$ cat config.mk
export PLATFORM = sky130hd
export DESIGN_NAME = ceespu_fetch
export DESIGN_NICKNAME = d
export VERILOG_FILES = /design/src/rtl/ceespu_fetch_pkg.sv /design/src/rtl/ceespu_fetch.sv
export SDC_FILE = /design/constraint.sdc
export NUM_CORES = 1
export LEC_CHECK = 0
export ABC_AREA = 1
export BUFFER_PORTS_ARGS = -buffer_cell sky130_fd_sc_hd__buf_4
export CORE_ASPECT_RATIO = 0.75
export CORE_UTILIZATION = 35
export CTS_BUF_LIST = sky130_fd_sc_hd__clkbuf_16
export DETAILED_ROUTE_END_ITERATION = 12
export PLACE_DENSITY = 0.7
export SETUP_SLACK_MARGIN = 0.15
export SYNTH_ARGS = -nofsm -noshare
export SYNTH_HDL_FRONTEND = slang
export SYNTH_SLANG_ARGS = --single-unit
$ cat constraint.sdc
create_clock -name I_clk -period 1.8 [get_ports I_clk]
set_clock_uncertainty 0.15 [all_clocks]
set_input_delay 0.18 -clock I_clk [delete_from_list [all_inputs] [get_ports I_clk]]
set_output_delay 0.18 -clock I_clk [all_outputs]
set_load 0.1 [all_outputs]
$ cat src/rtl/ceespu_fetch_pkg.sv
// Shared definitions for the ceespu instruction-fetch stage: state encodings,
// default addresses/bubble word and the wrapping PC increment.
package ceespu_fetch_pkg;

    typedef enum logic [1:0] {
        FETCH_BOOT     = 2'd0,
        FETCH_RUN      = 2'd1,
        FETCH_REDIRECT = 2'd2
    } fetch_state_t;

    localparam logic [13:0] DEF_RESET_PC   = 14'h0000;
    localparam logic [13:0] DEF_INT_VECTOR = 14'h0004;
    // ADD r0,r0,r0: regd=0 so decode never writes the register file
    localparam logic [31:0] DEF_NOP_INSTR  = 32'h0000_0000;

    function automatic logic [13:0] pc_inc(input logic [13:0] pc);
        return pc + 14'd1;
    endfunction

endpackage

$ cat src/rtl/ceespu_fetch.sv
// Instruction fetch: owns the word PC, drives the 1-cycle-latency instruction
// memory, inserts bubbles after boot/branch/interrupt and holds the return PC.
module ceespu_fetch
    import ceespu_fetch_pkg::*;
#(
    parameter logic [13:0] RESET_PC   = DEF_RESET_PC,
    parameter logic [13:0] INT_VECTOR = DEF_INT_VECTOR,
    parameter logic [31:0] NOP_INSTR  = DEF_NOP_INSTR
) (
    input  logic        I_clk,
    input  logic        I_rst,
    input  logic        I_stall,
    input  logic        I_branch,
    input  logic [13:0] I_branch_target,
    input  logic        I_int_req,
    input  logic        I_interrupts_enabled,
    input  logic [31:0] I_imem_data,
    output logic [13:0] O_imem_addr,
    output logic [31:0] O_instruction,
    output logic [13:0] O_PC,
    output logic        O_valid,
    output logic        O_did_interrupt,
    output logic [13:0] O_epc
);

    fetch_state_t state, state_next;
    logic [13:0]  pc, pc_next;
    logic         valid, valid_next;
    logic [13:0]  epc_next;
    logic         did_int_next;
    logic         take_int;

    // Next-address mux; pc always holds the address issued in the previous cycle
    always_comb begin
        take_int     = (state == FETCH_RUN) && valid && I_int_req &&
                       I_interrupts_enabled && !I_stall;
        O_imem_addr  = pc_inc(pc);
        pc_next      = pc_inc(pc);
        valid_next   = valid;
        state_next   = state;
        epc_next     = O_epc;
        did_int_next = 1'b0;

        if (I_branch) begin
            // The stall belongs to the decode slot being squashed, so it is ignored
            O_imem_addr = I_branch_target;
            pc_next     = I_branch_target;
            valid_next  = 1'b0;
            state_next  = FETCH_REDIRECT;
        end else if (take_int) begin
            // Squashed instruction at pc re-executes on return
            O_imem_addr  = INT_VECTOR;
            pc_next      = INT_VECTOR;
            epc_next     = pc;
            valid_next   = 1'b0;
            state_next   = FETCH_REDIRECT;
            did_int_next = 1'b1;
        end else if (state != FETCH_RUN) begin
            O_imem_addr = pc;
            pc_next     = pc;
            valid_next  = 1'b1;
            state_next  = FETCH_RUN;
        end else if (I_stall) begin
            O_imem_addr = pc;
            pc_next     = pc;
        end
    end

    always_ff @(posedge I_clk) begin
        if (I_rst) begin
            state           <= FETCH_BOOT;
            pc              <= RESET_PC;
            valid           <= 1'b0;
            O_epc           <= 14'd0;
            O_did_interrupt <= 1'b0;
        end else begin
            state           <= state_next;
            pc              <= pc_next;
            valid           <= valid_next;
            O_epc           <= epc_next;
            O_did_interrupt <= did_int_next;
        end
    end

    assign O_PC          = pc;
    assign O_valid       = valid;
    assign O_instruction = valid ? I_imem_data : NOP_INSTR;

endmodule

==> results.tsv <==
metric	value	unit
outcome	complete, but fails checks	
failing checks	design-rule violations, negative setup slack	
Syn Area/Cell	6.34	um^2
initial antenna violation count	0	
RSZ-0062 raised after global routing	yes	
die width	84.6	um
terminus of the critical flop-to-flop path	O_PC[8]	
Async SR Flop Fraction	0	
Clock Pin Slew Worst Setup and Hold Paths	0.05	ns
WL/cell	14.5	um
I/O pin total	128	
first-pass GRT wire length	10500	um
GRT Total Usage	0.246	
Die Span Y	63.9	um
TritonCTS clock tree	built	
Total Power	2.79	mW
Max Cap Viol	0	
TNS Setup	-2.49	ns
Worst Path Required	1.47	ns
worst min path class	in -> reg	
count of pins over their slew limit	0	
post-route minimum period	2.04	ns
Post-synth EDFFs	0	
drt pass-1 iters	8	
layout cells sized above 1	0.631	
antenna cell count	0	
critical path class	reg -> out	
crit path max fanout	3	
YS warnings	0	
Critical Path Start	O_PC[0]	
CTS Hold Buffers Added	0	
DR DRC count	10	
deepest clock path buffer count	2	
vias per cell	4.76	
Core Footprint	4900	um^2
Final nets	483	
vias in the first global route	2132	
synth top area cells	dfxtp_1 (35%), nand2_1 (20%), inv_1 (9.0%)	
DRT Wirelength	7100	um
fmax	491	MHz
WHS Endpoint	O_PC[2]	
GRT overflow	0	
Critical Path Source Type	register	
hpwl dp	4810	um
post-synthesis cell area	1790	um^2
Buffers on Ports	127	
Final Non-Filler Cells	491	
largest net degree at the start of global routing	34	
Num CTS Buffers	5	
FP Rows	22	
final setup margin	-0.236	ns
Synthesized Nets	335	
PD cells	691	nW/um^2
flop2flop setup slack	0.08	ns
final clock period utilization by the worst path	1.13	
Final setup viols	14	
via count	2335	
P&R area growth vs syn	125	%
Placer Congestion	0.809	
Netlist cell types	26	
slew margin rel.	0.774	
Peak VDD IR	0.000647	V
post-route antenna net violation count	0	
root buf cell	clkbuf_16	
Slew @ Worst Pin	0.337	ns
Initial Utilization	0.365	
Synth area leader	dfxtp_1	
#FFs+latches synth	31	
Max H-tree Level	2	
Fin. Hold Viols	0	
top_reg_cell synth	dfxtp_1	
register area share after synthesis	0.347	
Mapped Cells	282	
worst skew pair latency	0.28	ns
worst hold start	I_branch_target[2]	
Leakage	1.70	nW
CP Capture Type	output port	
placed cells	473	
RR Startpoint	O_PC[0]	
initial DRC count	107	
worst endpoint data arrival time	1.71	ns
hold depth	3	
DIE AREA	5410	um^2
CTS sink count	31	
Worst Reg2Reg Path Length in Cells	9	
Yosys top cell area share	0.347	
[placed cells by master (no fill, tap or decap), types with 3 or more instances in the layout]
cell type     n
a21oi_1      26
buf_12       17
buf_4       108
buf_6        30
clkbuf_16     6
clkinvlp_4   31
dfxtp_1      16
dfxtp_2       4
dfxtp_4      11
inv_1         9
inv_2         3
nand2_1      69
nand2_2      11
nand2_4      10
nand2_8       9
nand3_1      19
nand3_2       6
nand3_4       6
nand4_1       4
nor2_1        7
nor2_4        8
o21bai_1      3
[registers in the layout, summed over array words and instances (netlist names)]
signal,count
state,1
O_epc,14
O_PC,14
O_did_interrupt,1
O_valid,1
[critical path, cell delays in order, from the launching register on]
cell and delay, ns:
dfxtp_4 0.37, ha_4 0.16, buf_6 0.10, nand3_2 0.06, nor2_1 0.12, xor2_1 0.25
nand2_4 0.11, nand2_8 0.09, buf_12 0.16
[worst max-delay path by stage]
stage,end,cells past startpoint,slack [ns]
finish,O_imem_addr[4],8,-0.24
global route,O_imem_addr[2],10,-0.31
CTS,O_imem_addr[4],8,-0.19
detailed placement,O_imem_addr[8],8,-0.06
global placement,O_imem_addr[6],8,-0.06
floorplan,O_imem_addr[2],9,-0.26
[Yosys cell counts (2+ instances only)]
cell       n
clkbuf_1   7
nand2_2    3
xnor2_1    2
nor2_1    11
nor3_1     2
nand4_1    4
inv_1     43
buf_2      2
o21bai_1   3
dfxtp_1   31
buf_4      3
a21oi_1   27
nand2_1   96
xor2_1     4
nor2_4     4
nand3_1   30
[power by group]
group | switching (mW) | internal [mW]
registers | 0.0311 | 0.704
clock network | 0.315 | 0.589
logic | 0.787 | 0.361
[per-stage QoR]
stage          utilization  area, um^2  setup WS [ns]  hold WS [ns]
3_5_place_dp         0.682        3340        -0.0638         0.303
4_1_cts              0.780        3820         -0.191        0.0288
5_1_grt              0.823        4030         -0.308        0.0716
3_3_place_gp         0.682        3340        -0.0586         0.301
2_1_floorplan            -        2240         -0.258        0.0971
6_report             0.823        4030         -0.236        0.0331
[metal layers]
layer | vias up | GRT usage | part of all wire | wire length [um]
met4 | 0 | 0.0466 | 0.011 | 75
li1 | 1172 | - | - | -
met3 | 8 | 0.0594 | 0.071 | 507
met5 | - | 0 | 0 | 0
met1 | 1058 | 0.307 | 0.41 | 2900
met2 | 97 | 0.436 | 0.51 | 3620
[area by class of cell]
cell class	instances	area, um^2
repair buffers	155	1490
multi-input cells	193	1350
fillers	313	867
flip-flops and latches	31	667
inverters	44	289
clock buffers	6	150
well taps	60	75.1
clock inverters	2	8.76
[kinds of logic (layout without fill, tap and decap cells)]
logic type                 Yosys count  in the layout  share of synthesized area
DFF                                 31             31                      0.347
and+or+nand+nor                    153            153                      0.380
xor gates and xnor gates             6              6                     0.0294
buffers and inverters               58            207                      0.137
adders and majority gates            1              1                    0.00699
AOI/OAI and AO/OA                   33             33                     0.0993
[timing repair]
action / in CTS / in global routing
pin swaps: 17 / 26
cloned: 0 / 0
setup buffers: 4 / 6
gates resized for setup: 73 / 37
setup endpoints to repair: 46 / 39
Note: power is estimated with default switching activity, not from simulation.
